**src/rtl/video_shifter_pkg.sv**
```systemverilog
`default_nettype none
// +--------------------------------------------------------------------+
// | video_shifter_pkg : shared constants, mode/timing types, load mux   |
// | rev 1.0                                                             |
// +--------------------------------------------------------------------+
package video_shifter_pkg;

  localparam int PIPE_DEPTH = 3;
  localparam int CHAR_W     = 8;
  localparam int ROM_ROWS   = 16;
  localparam int ROW_W      = $clog2(ROM_ROWS);
  localparam int MA_W       = 14;
  localparam int RA_W       = 5;
  localparam int CROM_AW    = CHAR_W + ROW_W;

  typedef enum logic {
    TEXT   = 1'b0,
    BITMAP = 1'b1
  } mode_e;

  typedef struct packed {
    logic de;
    logic hsync;
    logic vsync;
  } timing_t;

  localparam int TIMING_W = $bits(timing_t);

  // Blanking (DE low) overrides everything; rows past the ROM height are blank in text mode.
  function automatic logic [CHAR_W-1:0] stage2_load(
    input mode_e             mode,
    input logic              blank_row,
    input logic              de,
    input logic [CHAR_W-1:0] vbyte,
    input logic [CHAR_W-1:0] rom
  );
    logic [CHAR_W-1:0] v;
    if (!de)                  v = '0;
    else if (mode == BITMAP)  v = vbyte;
    else if (blank_row)       v = '0;
    else                      v = rom;
    return v;
  endfunction

endpackage
`default_nettype wire

```
**src/rtl/video_shifter_if.sv**
```systemverilog
`default_nettype none
// +--------------------------------------------------------------------+
// | video_shifter_if : video RAM and character ROM read bus             |
// | rev 1.0                                                             |
// +--------------------------------------------------------------------+
interface video_shifter_if;
  import video_shifter_pkg::*;

  logic [MA_W-1:0]    VRAM_ADDR;
  logic [CHAR_W-1:0]  VRAM_DATA;
  logic [CROM_AW-1:0] CROM_ADDR;
  logic [CHAR_W-1:0]  CROM_DATA;

  modport master (
    output VRAM_ADDR,
    output CROM_ADDR,
    input  VRAM_DATA,
    input  CROM_DATA
  );

  modport slave (
    input  VRAM_ADDR,
    input  CROM_ADDR,
    output VRAM_DATA,
    output CROM_DATA
  );

endinterface
`default_nettype wire

```
**src/rtl/video_delay_line.sv**
```systemverilog
`default_nettype none
// +--------------------------------------------------------------------+
// | video_delay_line : CHAR_CE-clocked delay line with one mid tap      |
// | rev 1.0                                                             |
// +--------------------------------------------------------------------+
module video_delay_line #(
  parameter int WIDTH = 1,
  parameter int DEPTH = 3,
  parameter int TAP   = 0
) (
  input  wire logic             CLOCK,
  input  wire logic             nRESET,
  input  wire logic             CHAR_CE,
  input  wire logic [WIDTH-1:0] i_d,
  output logic      [WIDTH-1:0] o_tap,
  output logic      [WIDTH-1:0] o_q
);

  logic [DEPTH-1:0][WIDTH-1:0] r_taps;

  generate
    if (DEPTH == 1) begin : g_single
      always_ff @(posedge CLOCK) begin
        if (!nRESET)      r_taps[0] <= '0;
        else if (CHAR_CE) r_taps[0] <= i_d;
      end
    end else begin : g_chain
      always_ff @(posedge CLOCK) begin
        if (!nRESET)      r_taps <= '0;
        else if (CHAR_CE) r_taps <= {r_taps[DEPTH-2:0], i_d};
      end
    end
  endgenerate

  assign o_tap = r_taps[TAP];
  assign o_q   = r_taps[DEPTH-1];

endmodule
`default_nettype wire

```
**src/rtl/video_shifter.sv**
```systemverilog
`default_nettype none
// +--------------------------------------------------------------------+
// | video_shifter : 3-stage CRTC fetch pipeline and serial pixel shifter|
// | option macro CURSOR_INVERT_EN : invert the cursor cell. rev 1.0     |
// +--------------------------------------------------------------------+
module video_shifter
  import video_shifter_pkg::*;
(
  input  wire logic            CLOCK,
  input  wire logic            nRESET,
  input  wire logic            CHAR_CE,
  input  wire logic            PIX_CE,
  input  wire logic [MA_W-1:0] MA,
  input  wire logic [RA_W-1:0] RA,
  input  wire logic            DE,
  input  wire logic            CURSOR,
  input  wire logic            HSYNC_IN,
  input  wire logic            VSYNC_IN,
  input  wire logic            GFX,
  video_shifter_if.master      mem,
  output logic                 PIXEL,
  output logic                 DE_OUT,
  output logic                 HSYNC_OUT,
  output logic                 VSYNC_OUT
);

  logic [MA_W-1:0]    r_vram_addr;
  logic [RA_W-1:0]    r_ra_s0;
  mode_e              r_mode_s0;
  logic [CROM_AW-1:0] r_crom_addr;
  logic [CHAR_W-1:0]  r_vbyte_s1;
  mode_e              r_mode_s1;
  logic               r_blank_row_s1;
  logic [CHAR_W-1:0]  r_shift;

  logic [TIMING_W-1:0] w_timing_in;
  logic [TIMING_W-1:0] w_tap;
  logic [TIMING_W-1:0] w_q;
  timing_t             w_t_s1;
  timing_t             w_t_out;
  logic [1:0]          w_unused_s1_sync;
  logic [CHAR_W-1:0]   w_base_load;
  logic [CHAR_W-1:0]   w_load;

  assign w_timing_in = timing_t'{de: DE, hsync: HSYNC_IN, vsync: VSYNC_IN};

  video_delay_line #(
    .WIDTH (TIMING_W),
    .DEPTH (PIPE_DEPTH),
    .TAP   (1)
  ) u_timing_dly (
    .CLOCK   (CLOCK),
    .nRESET  (nRESET),
    .CHAR_CE (CHAR_CE),
    .i_d     (w_timing_in),
    .o_tap   (w_tap),
    .o_q     (w_q)
  );

  assign w_t_s1           = timing_t'(w_tap);
  assign w_t_out          = timing_t'(w_q);
  assign w_unused_s1_sync = {w_t_s1.hsync, w_t_s1.vsync};

  always_ff @(posedge CLOCK) begin
    if (!nRESET) begin
      r_vram_addr    <= '0;
      r_ra_s0        <= '0;
      r_mode_s0      <= TEXT;
      r_crom_addr    <= '0;
      r_vbyte_s1     <= '0;
      r_mode_s1      <= TEXT;
      r_blank_row_s1 <= 1'b0;
    end else if (CHAR_CE) begin
      r_vram_addr    <= MA;
      r_ra_s0        <= RA;
      r_mode_s0      <= mode_e'(GFX);
      r_crom_addr    <= {mem.VRAM_DATA, r_ra_s0[ROW_W-1:0]};
      r_vbyte_s1     <= mem.VRAM_DATA;
      r_mode_s1      <= r_mode_s0;
      r_blank_row_s1 <= |r_ra_s0[RA_W-1:ROW_W];
    end
  end

  assign w_base_load = stage2_load(r_mode_s1, r_blank_row_s1, w_t_s1.de,
                                   r_vbyte_s1, mem.CROM_DATA);

`ifdef CURSOR_INVERT_EN
  logic r_cursor_s0;
  logic r_cursor_s1;

  always_ff @(posedge CLOCK) begin
    if (!nRESET) begin
      r_cursor_s0 <= 1'b0;
      r_cursor_s1 <= 1'b0;
    end else if (CHAR_CE) begin
      r_cursor_s0 <= CURSOR;
      r_cursor_s1 <= r_cursor_s0;
    end
  end

  assign w_load = w_base_load ^ {CHAR_W{r_cursor_s1 & w_t_s1.de}};
`else
  logic w_unused_cursor;
  assign w_unused_cursor = CURSOR;
  assign w_load          = w_base_load;
`endif

  // A coincident CHAR_CE reloads; the previous character's last bit was already shown.
  always_ff @(posedge CLOCK) begin
    if (!nRESET)      r_shift <= '0;
    else if (CHAR_CE) r_shift <= w_load;
    else if (PIX_CE)  r_shift <= {r_shift[CHAR_W-2:0], 1'b0};
  end

  assign mem.VRAM_ADDR = r_vram_addr;
  assign mem.CROM_ADDR = r_crom_addr;

  assign PIXEL     = r_shift[CHAR_W-1] & w_t_out.de;
  assign DE_OUT    = w_t_out.de;
  assign HSYNC_OUT = w_t_out.hsync;
  assign VSYNC_OUT = w_t_out.vsync;

endmodule
`default_nettype wire
```
**src/flat_wrapper.sv**
```systemverilog
// flat-port wrapper written by rule: the top's interface ports become plain ports
module video_shifter_flat import video_shifter_pkg::*;
  (CLOCK, nRESET, CHAR_CE, PIX_CE, MA, RA, DE, CURSOR, HSYNC_IN, VSYNC_IN, GFX, PIXEL, DE_OUT, HSYNC_OUT, VSYNC_OUT, mem_VRAM_ADDR, mem_CROM_ADDR, mem_VRAM_DATA, mem_CROM_DATA);
  video_shifter_if mem_i ();
  input  wire logic CLOCK;
  input  wire logic nRESET;
  input  wire logic CHAR_CE;
  input  wire logic PIX_CE;
  input  wire logic [MA_W-1:0] MA;
  input  wire logic [RA_W-1:0] RA;
  input  wire logic DE;
  input  wire logic CURSOR;
  input  wire logic HSYNC_IN;
  input  wire logic VSYNC_IN;
  input  wire logic GFX;
  output logic PIXEL;
  output logic DE_OUT;
  output logic HSYNC_OUT;
  output logic VSYNC_OUT;
  output wire logic [$bits(mem_i.VRAM_ADDR)-1:0] mem_VRAM_ADDR;
  output wire logic [$bits(mem_i.CROM_ADDR)-1:0] mem_CROM_ADDR;
  input wire logic [$bits(mem_i.VRAM_DATA)-1:0] mem_VRAM_DATA;
  input wire logic [$bits(mem_i.CROM_DATA)-1:0] mem_CROM_DATA;
  assign mem_VRAM_ADDR = mem_i.VRAM_ADDR;
  assign mem_CROM_ADDR = mem_i.CROM_ADDR;
  assign mem_i.VRAM_DATA = mem_VRAM_DATA;
  assign mem_i.CROM_DATA = mem_CROM_DATA;
  video_shifter u_core (.CLOCK(CLOCK), .nRESET(nRESET), .CHAR_CE(CHAR_CE), .PIX_CE(PIX_CE), .MA(MA), .RA(RA), .DE(DE), .CURSOR(CURSOR), .HSYNC_IN(HSYNC_IN), .VSYNC_IN(VSYNC_IN), .GFX(GFX), .mem(mem_i), .PIXEL(PIXEL), .DE_OUT(DE_OUT), .HSYNC_OUT(HSYNC_OUT), .VSYNC_OUT(VSYNC_OUT));
endmodule
```
**config.mk**
```make
export PLATFORM = sky130hd
export DESIGN_NAME = video_shifter_flat
export DESIGN_NICKNAME = d
export VERILOG_FILES = /design/src/rtl/video_shifter_pkg.sv /design/src/rtl/video_shifter_if.sv /design/src/rtl/video_delay_line.sv /design/src/rtl/video_shifter.sv /design/src/flat_wrapper.sv
export SDC_FILE = /design/constraint.sdc
export NUM_CORES = 1
export LEC_CHECK = 0
export BUFFER_PORTS_ARGS = -buffer_cell sky130_fd_sc_hd__clkbuf_2
export CAP_MARGIN = 5
export CORE_MARGIN = 5
export CORE_UTILIZATION = 38
export DETAILED_ROUTE_END_ITERATION = 10
export GPL_ROUTABILITY_DRIVEN = 0
export PLACE_DENSITY = 0.75
export SLEW_MARGIN = 10
export SYNTH_ARGS = -nofsm -noshare
export SYNTH_HDL_FRONTEND = slang
export SYNTH_SLANG_ARGS = --single-unit
```
**constraint.sdc**
```tcl
create_clock -name CLOCK -period 1.37 [get_ports CLOCK]
set_clock_uncertainty 0.1 [all_clocks]
set_input_delay 0.411 -clock CLOCK [delete_from_list [all_inputs] [get_ports CLOCK]]
set_output_delay 0.411 -clock CLOCK [all_outputs]
set_load 0.03 [all_outputs]
```
=== Word level (Yosys, flattened, before mapping) ===
Index checks and enable logic that the tools add are counted.

* Register bits: 59
* Latch bits: 0
* Memory bits (writable): 0
* Memory bits (read-only): 0
* Input bits: 44
* Output and inout port bits: 30
* Word-level logic and storage cells: 18
* Memories kept: 0

* $add $sub $neg: 0
* $mul: 0
* Divide/modulo/power cells: 0
* $lt $le $gt $ge: 0
* Eq/ne operators: 0
* Shift-type cells: 0
* Muxes and demuxes: 5
* Bitwise operators: 1
* Reductions and logical operators: 1

{| class="wikitable"
|+ Operator list
! kind !! number
|-
| $mux W8 || 5
|-
| $reduce_bool A2 Y1 || 1
|-
| $and A1 B1 Y1 || 1
|}

=== Depth between registers and ports, before layout ===
Gate-level depths: netlist (run 1).

* Depth in word-level cells: 4
* Mapped depth: 5
* Gate-level depth less buffers: 3

=== Cells and area by module ===
A second synthesis (run 1) with hierarchy kept.

* Cell total of the unflattened synthesis: 202
* Area, all modules: 2,129.5 um^2

{| class="wikitable"
|+ By module, submodules not included
! module !! instances !! cells an instance !! area each (um^2) !! sequential area each (um^2)
|-
| video_shifter || 1 || 168 || 1,746.7 || 840.8
|-
| video_delay_line || 1 || 34 || 382.9 || 180.2
|}

=== Worst setup path before layout (run 1) ===
Ideal clock, no wire load.

* Path type: reg2out
* Start point: reg u_core.u_timing_dly.r_taps, in the netlist u_core.u_timing_dly.o_q[2]
* End point: out PIXEL
* Arrival time: 0.842 ns
* Required time: 0.859 ns
* Setup slack: 0.017 ns
* Stages on the path, launching flop included: 2
* Buffers on the path: 0
* Cell sequence: dfxtp_1 and2_1

* Word-level cells in the longest chain between the ends: 1

{| class="wikitable"
|+ RTL lines
! item !! RTL line !! RTL
|-
| start, declared || video_delay_line.sv:19 || <nowiki>logic [DEPTH-1:0][WIDTH-1:0] r_taps;</nowiki>
|-
| start signal, assigned || video_delay_line.sv:30 || <nowiki>else if (CHAR_CE) r_taps <= {r_taps[DEPTH-2:0], i_d};</nowiki>
|-
| $and A1 B1 Y1 || video_shifter.sv:118 || <nowiki>assign PIXEL = r_shift[CHAR_W-1] & w_t_out.de;</nowiki>
|-
| end, declared || flat_wrapper.sv:16 || <nowiki>output logic PIXEL;</nowiki>
|}

No other way between the ends.

=== Final worst setup path (run 1) ===
* Start point: reg u_core.r_shift[7]
* End point: out PIXEL

* Word-level cells in the longest chain between the ends: 1

{| class="wikitable"
|+ RTL lines
! item !! RTL line !! RTL
|-
| start, declared || video_shifter.sv:34 || <nowiki>logic [CHAR_W-1:0] r_shift;</nowiki>
|-
| start signal, assigned || video_shifter.sv:111 || <nowiki>else if (CHAR_CE) r_shift <= w_load;</nowiki>
|-
| start signal, assigned || video_shifter.sv:112 || <nowiki>else if (PIX_CE) r_shift <= {r_shift[CHAR_W-2:0], 1'b0};</nowiki>
|-
| $and A1 B1 Y1 || video_shifter.sv:118 ||
|}

No other way between the ends.

==> results.yml, run 1 <==
timing:
  fin_tns_setup_ns: -0.0414
  hold_ws_ns: 0.249
  slew_headroom_pct: 81.6
  drv_slew: 0
  fmax_mhz: 709
  worst_pin_slew_ns: 0.276
  hold_viol: 0
  rsz0062_at_grt: "yes"
  fin_crit_sh_pct: 103
  period_needed_ns: 1.41
  fin_ws_ns: -0.0414
  finalSetupViolations: 1
outcome:
  status: "complete, but fails checks"
  violations: "setup timing"
floorplanning:
  start_util_pct: 39.8
  dieArea_um2: 6990
  coreArea_um2: 5170
  dieWidth_um: 83.6
  ios: 74
  rows: 26
  fp.dieH_um: 83.6
grt:
  grt_pass1_vias: 1602
  grt_overflow: 0
  antenna_found_initial: 0
  grt_pass1_wl_mm: 7.50
  grt_max_degree: 24
  track_usage_pct: 12.9
power:
  pwr-share-clk_pct: 27.1
  irDropWorstVdd_mv: 0.502
  comb_power_share_pct: 16.7
  p_int_uw: 2120
  p_leak_uw: 0.00132
  p_sw_share_pct: 25.6
  p_switching_uw: 729
  seq_power_share_pct: 56.2
  powerDensity_nw_per_um2: 1050
placed_design:
  dp_hpwl_mm: 3.23
  io_buffers: 72
  dp.cells: 333
  place_ws_ns: -0.00460
worst_setup_path:
  cp.required_ns: 0.86
  end_kind: "output port"
  cp_max_fo: 2
  critical_path_arrival_ns: 0.90
  critPathLaunchType: "register"
  crit_type: "register to output port"
synthesis:
  synth_edf_count: 0
  avgSynthCellArea_um2: 10.4
  synth_cells: 197
  synth_top_area_share_pct: 49.6
  syn_area_um2: 2060
  synth_common_cells: "51 x dfxtp_1, 45 x nor2_1, 43 x mux2i_1"
  synth_area_leaders: "dfxtp_1 50%, mux2i_1 21%, nor2_1 8.2%, o221ai_2 5.1%, o311a_1 3.4%"
  yosys.area.top_type: "dfxtp_1"
  ys.flop_type: "dfxtp_1"
  yosysSeqAreaShare_pct: 49.6
  synth-seq-cells: 51
  yosysWarningCount: 0
  netlist-cell-type-count: 17
  async_flop_share_pct: 0
  syn_nets: 241
  yosysMostFrequentCell: "dfxtp_1"
clock_tree:
  hold_buffers: 0
  worstSkewPairLatency_ns: 0.29
  clock_sinks: 51
  clock-root-buffer: "clkbuf_8"
  cts_buffer_depth: 2
  numCtsBuffers: 5
  path_clk_slew_ns: 0.08
  cts_tree: "built"
  cts_max_level: 2
finish:
  nNetsFinal: 314
  nFillCells: 477
  antenna_cells: 0
  syn2layout_area_growth_pct: 31.7
  fin_util_pct: 52.4
  drive_gt1_share_pct: 39.4
  fin_cells: 339
routing:
  routedWlPerCell_um: 12.7
  drt_iter0_drc: 59
  post-route-drc-count: 0
  drtPass1Iterations: 4
  ant_nets: 0
  vias_per_cell: 4.71
  vias: 1596
  wl_mm: 4.31
min_path:
  min_path_type: "input port to register"
run:
  max_cap_viol_count: 0
-- registers in the layout, indices dropped and copies added, names as in the netlist --
| name | cells |
|---|---|
| u_core.u_timing_dly.o_q | 3 |
| u_core.r_shift | 8 |
| u_core.r_blank_row_s1 | 1 |
| u_core.r_mode_s1 | 1 |
| u_core.r_ra_s0 | 5 |
| u_core.u_timing_dly.o_tap | 3 |
| u_core.r_vbyte_s1 | 8 |
| u_core.u_timing_dly.r_taps | 3 |
| u_core.mem.VRAM_ADDR | 14 |
| u_core.mem.CROM_ADDR | 4 |
| u_core.r_mode_s0 | 1 |
-- critical path: stages (launching register included) --
cell and delay, ns:
dfxtp_2 0.33, and2_4 0.15, buf_8 0.13
-- metal layers --
metal | global-route usage (%) | routed length, um | vias to the layer above
met1 | 16.1 | 1940 | 718
li1 | - | - | 826
met4 | 5.41 | 81 | 0
met2 | 20.8 | 2040 | 44
met5 | 0 | 0 | -
met3 | 3.75 | 255 | 8
-- power by group through the flow --
stage	registers [uW]	clock network [uW]	logic, uW
3_5_place_dp	1630	0	452
2_1_floorplan	1710	0	221
3_3_place_gp	1630	0	444
6_report	1600	773	476
4_1_cts	1600	810	475
5_1_grt	1610	864	523
-- stage by stage --
step	total power [uW]	area, um^2
finish	2850	2710
global route	3000	2710
CTS	2890	2680
detailed placement	2090	2510
global placement	2070	2510
floorplan	1930	2060
-- layout make-up --
class	count	area [um^2]	area share, %
well taps	70	87.6	3.23
repair buffers	83	581	21.4
inverters	8	30.0	1.11
multi-input cells	121	905	33.4
flip-flops and latches	51	1040	38.2
clock buffers	6	72.6	2.68
-- timing repair --
action                     4_1_cts  5_1_grt
buffers inserted                 0        0
gates resized for setup         30       39
pin swaps                        1        0
setup endpoints to repair       12       24
-- placed cells by master, fill, tap and decap left out --
master	count
nor2b_1	7
a22oi_1	2
dfxtp_1	41
clkbuf_4	5
clkbuf_1	1
clkinv_1	1
o221ai_2	7
buf_2	9
clkbuf_8	13
nor2_1	45
buf_12	2
dfxtp_4	1
mux2i_1	43
nand4_1	7
buf_8	1
buf_4	17
inv_1	7
o311a_1	7
dfxtp_2	9
nand4bb_1	1
and2_4	1
a211oi_1	1
clkbuf_2	41
-- worst paths after layout --
| path | start | endpoint | slack (ns) | cells after the start |
|---|---|---|---|---|
| setup / recovery | u_core.r_shift[7]$_SDFFE_PN0P_ | PIXEL | -0.04 | 2 |
| hold / removal | MA[4] | u_core.mem.VRAM_ADDR[4]$_SDFFE_PN0P_ | 0.25 | 3 |
| setup reg to reg | u_core.r_blank_row_s1$_SDFFE_PN0P_ | u_core.r_shift[2]$_SDFFE_PN0P_ | 0.19 | 4 |
| hold reg to reg | u_core.mem.CROM_ADDR[3]$_SDFFE_PN0P_ | u_core.mem.CROM_ADDR[3]$_SDFFE_PN0P_ | 0.39 | 2 |
-- cells by family (layout without fill, tap and decap cells) --
family | Yosys count | count (layout) | share of synthesized area (%)
multiplexers | 43 | 43 | 20.9
AND/OR/NAND/NOR | 61 | 61 | 13.3
buffers and inverters | 25 | 97 | 6.57
AO/OA/AOI/OAI | 17 | 17 | 9.60
flip-flops | 51 | 51 | 49.6
(Power assumes the default switching activity.)
==> inputs of run 2 (changes only) <==
- RECOVER_POWER: default -> 25
==> results.yml, run 2 (synthesis gave the netlist of run 1 again) <==
power:
  p_leak_uw: 0.00131
  powerDensity_nw_per_um2: 1050
  irDropWorstVdd_mv: 0.502
timing:
  fmax_mhz: 709
  rsz0062_at_grt: "yes"
  period_needed_ns: 1.41
  worst_pin_slew_ns: 0.463
  fin_ws_ns: -0.0414
  hold_viol: 0
  hold_ws_ns: 0.249
  fin_crit_sh_pct: 103
  drv_slew: 0
  finalSetupViolations: 1
  slew_headroom_pct: 69.2
clock_tree:
  path_clk_slew_ns: 0.08
  cts_max_level: 2
  numCtsBuffers: 5
  cts_tree: "built"
  cts_buffer_depth: 2
  cts_setup_buffers: 0
  clock_sinks: 51
  clock-root-buffer: "clkbuf_8"
  hold_buffers: 0
  worstSkewPairLatency_ns: 0.29
grt:
  grt_pass1_vias: 1602
  antenna_found_initial: 0
  grt_overflow: 0
  track_usage_pct: 12.9
  grt_max_degree: 24
  grt_pass1_wl_mm: 7.50
placed_design:
  dp_hpwl_mm: 3.23
  dp.cells: 333
  place_area_um2: 2510
  io_buffers: 72
  place_ws_ns: -0.00460
routing:
  wl_mm: 4.31
  vias_per_cell: 4.71
  vias: 1595
  drt_iter0_drc: 63
  post-route-drc-count: 0
  routedWlPerCell_um: 12.7
  ant_nets: 0
  drtPass1Iterations: 4
worst_setup_path:
  critical_path_arrival_ns: 0.90
  critPathLaunchType: "register"
  cp_max_fo: 2
  crit_type: "register to output port"
  end_kind: "output port"
  cp.required_ns: 0.86
  reg2reg_slack_ns: 0.07
outcome:
  violations: "setup timing"
  status: "complete, but fails checks"
floorplanning:
  dieArea_um2: 6990
  rows: 26
  coreArea_um2: 5170
  start_util_pct: 39.8
  dieWidth_um: 83.6
  fp.dieH_um: 83.6
  ios: 74
finish:
  drive_gt1_share_pct: 38.7
  syn2layout_area_growth_pct: 31.2
  final_common_cell: "nor2_1"
  nNetsFinal: 314
  design_area_um2: 2700
  antenna_cells: 0
  fin_cells: 339
  largest_reg_flops: 14
  layout_common_cells: "45 x nor2_1, 43 x mux2i_1, 42 x clkbuf_2"
run:
  max_cap_viol_count: 0
min_path:
  min_path_type: "input port to register"
run 2: layer usage:
| layer | part of all wire [%] | GRT usage [%] |
|---|---|---|
| met1 | 45 | 16.1 |
| met2 | 47 | 20.8 |
| met3 | 5.9 | 3.75 |
| met4 | 1.9 | 5.41 |
| met5 | 0 | 0 |
run 2: per-stage QoR:
| step | TNS (ns) | total power (uW) | utilization (%) |
|---|---|---|---|
| after global placement | 0 | 2070 | 48.5 |
| after floorplan | 0 | 1930 | - |
| final | -0.0414 | 2850 | 52.2 |
| after global routing | -0.279 | 3000 | 52.2 |
| after detailed placement | -0.00676 | 2090 | 48.5 |
| after CTS | -0.0692 | 2890 | 51.8 |
run 2: worst paths after layout:
check / from / to / cells past startpoint
worst max-delay path: u_core.r_shift[7]$_SDFFE_PN0P_ / PIXEL / 2
worst min register to register: u_core.mem.CROM_ADDR[3]$_SDFFE_PN0P_ / u_core.mem.CROM_ADDR[3]$_SDFFE_PN0P_ / 2
worst min-delay path: MA[4] / u_core.mem.VRAM_ADDR[4]$_SDFFE_PN0P_ / 3
worst max register to register: u_core.u_timing_dly.o_tap[2]$_SDFFE_PN0P_ / u_core.r_shift[3]$_SDFFE_PN0P_ / 4
run 2: layout make-up:
cell class | instances | area (um^2)
fillers | 480 | 2470
flip-flops and latches | 51 | 1040
multi-input cells | 121 | 905
repair buffers | 83 | 571
well taps | 70 | 87.6
clock buffers | 6 | 72.6
inverters | 8 | 30.0
run 2: repair_timing:
item	in CTS	in global routing
endpoints found under the setup margin	12	24
hold endpoints to repair	0	0
resized for setup	30	39
pin swaps	1	0
cloned	0	0
run 2: report_power, final:
| group | switching (uW) | internal [uW] |
|---|---|---|
| registers | 43.6 | 1560 |
| clock network | 432 | 341 |
| logic | 253 | 219 |
| total | 729 | 2120 |
run 2: critical path, cell delays in order (launching register included):
cell     delay [ns]
dfxtp_2        0.33
and2_4         0.15
buf_8          0.13
==> inputs of run 3 (changes only) <==
- CELL_PAD_IN_SITES_DETAIL_PLACEMENT: default -> 1
- CELL_PAD_IN_SITES_GLOBAL_PLACEMENT: default -> 1
- CORE_MARGIN: 5 -> 2
- CORE_UTILIZATION: 38 -> 36
- PLACE_DENSITY: 0.75 -> 0.88
- clock period: 1.37 -> 1.3 ns (I/O delays scaled with it)
==> results.yml, run 3 (synthesis gave the netlist of run 1 again) <==
outcome:
  status: "complete, but fails checks"
  violations: "setup timing"
routing:
  drt_iter0_drc: 59
  routedWlPerCell_um: 15.2
  post-route-drc-count: 0
  drtPass1Iterations: 4
  vias: 1737
  vias_per_cell: 4.84
  ant_nets: 0
  wl_mm: 5.47
clock_tree:
  cts_buffer_depth: 2
  numCtsBuffers: 5
  cts_max_level: 2
  worstSkewPairLatency_ns: 0.29
  clock_sinks: 51
  cts_tree: "built"
  hold_buffers: 0
  clock-root-buffer: "clkbuf_8"
  path_clk_slew_ns: 0.09
grt:
  track_usage_pct: 17.2
  grt_max_degree: 31
  met2_usage_pct: 31.4
  grt_pass1_vias: 1832
  busiest_layer: "met2"
  antenna_found_initial: 0
  use_met3_pct: 2.38
  grt_use_met1_pct: 20.7
  grt_overflow: 0
  grt_pass1_wl_mm: 8.58
finish:
  nNetsFinal: 331
  register_area_um2: 1060
  antenna_cells: 0
  largest_reg_flops: 14
  design_area_um2: 3070
  layout_common_cells: "45 x nor2_1, 43 x mux2i_1, 43 x clkbuf_2"
  multi_input_area_um2: 905
  syn2layout_area_growth_pct: 49.4
  drive_gt1_share_pct: 49.5
  fin_cells: 359
  final_common_cell: "nor2_1"
  nFillCells: 619
power:
  seq_power_share_pct: 50.5
  irDropWorstVdd_mv: 0.694
  p_leak_uw: 0.00147
  p_int_uw: 2530
  powerDensity_nw_per_um2: 1100
  comb_power_share_pct: 18.2
  p_sw_share_pct: 25.0
  p_switching_uw: 845
  pwr-share-clk_pct: 31.2
floorplanning:
  ios: 74
  start_util_pct: 37.4
  dieWidth_um: 79.6
  rows: 27
  coreArea_um2: 5510
  dieArea_um2: 6340
  fp.dieH_um: 79.6
timing:
  hold_viol: 0
  fin_crit_sh_pct: 107
  fin_tns_setup_ns: -0.168
  slew_headroom_pct: 59.6
  fmax_mhz: 720
  finalSetupViolations: 2
  rsz0062_at_grt: "yes"
  fin_ws_ns: -0.0891
  period_needed_ns: 1.39
  worst_pin_slew_ns: 0.606
  hold_ws_ns: 0.233
  drv_slew: 0
worst_setup_path:
  critPathLaunchType: "register"
  cp.required_ns: 0.81
  cp_max_fo: 3
  critical_path_arrival_ns: 0.90
  end_kind: "output port"
  crit_type: "register to output port"
placed_design:
  place_area_um2: 2570
  dp.cells: 339
  place_ws_ns: -0.101
  dp_hpwl_mm: 3.75
  io_buffers: 72
min_path:
  min_path_type: "input port to register"
run:
  max_cap_viol_count: 0
run 3: changes by cell type in the layout (fill, tap and decap cells not counted), sizes merged:
cell,previous run,this run
clkbuf,63,61
bufinv,0,1
buf,26,45
run 3: power groups by stage:
stage               combinational, uW  sequential, uW  clock [uW]
floorplan                         233            1800           0
CTS                               600            1700        1080
detailed placement                506            1730           0
global placement                  489            1720           0
global route                      664            1720        1140
finish                            615            1710        1050
run 3: path summary, 6_finish.rpt:
| check | slack (ns) | from | endpoint | cells after the start |
|---|---|---|---|---|
| min | 0.23 | mem_VRAM_DATA[5] | u_core.r_vbyte_s1[5]$_SDFFE_PN0P_ | 3 |
| max | -0.09 | u_core.u_timing_dly.o_q[2]$_SDFFE_PN0P_ | PIXEL | 2 |
| max reg2reg | 0.09 | u_core.r_blank_row_s1$_SDFFE_PN0P_ | u_core.r_shift[5]$_SDFFE_PN0P_ | 4 |
| min reg2reg | 0.40 | u_core.u_timing_dly.o_q[0]$_SDFFE_PN0P_ | u_core.u_timing_dly.o_q[0]$_SDFFE_PN0P_ | 2 |
run 3: final cells by class:
type,count,area share (%)
inverter,8,0.977
clock buffer,6,2.36
tap,72,2.93
clock inverter,1,0.977
sequential,51,34.5
multi-input combinational,121,29.4
timing repair buffer,100,28.8
run 3: metal layers:
layer  vias to the layer above  share of wire (%)
met2                        40                 55
li1                        857                  -
met5                         -                  0
met1                       838                 41
met4                         0               0.75
met3                         2                3.3
run 3: metrics by stage:
stage	utilization [%]	total power, uW
after floorplan	-	2040
after global placement	46.7	2210
after detailed placement	46.7	2230
after CTS	54.8	3380
after global routing	55.8	3520
final	55.8	3380
run 3: repair_timing:
action / in CTS / in global routing
resized for setup: 86 / 27
setup buffers: 7 / 6
pin swaps: 1 / 2
endpoints found under the setup margin: 30 / 29
run 3: critical path, stage by stage (launching register included):
cell     delay, ns
dfxtp_2       0.35
and2_4        0.14
buf_8         0.11
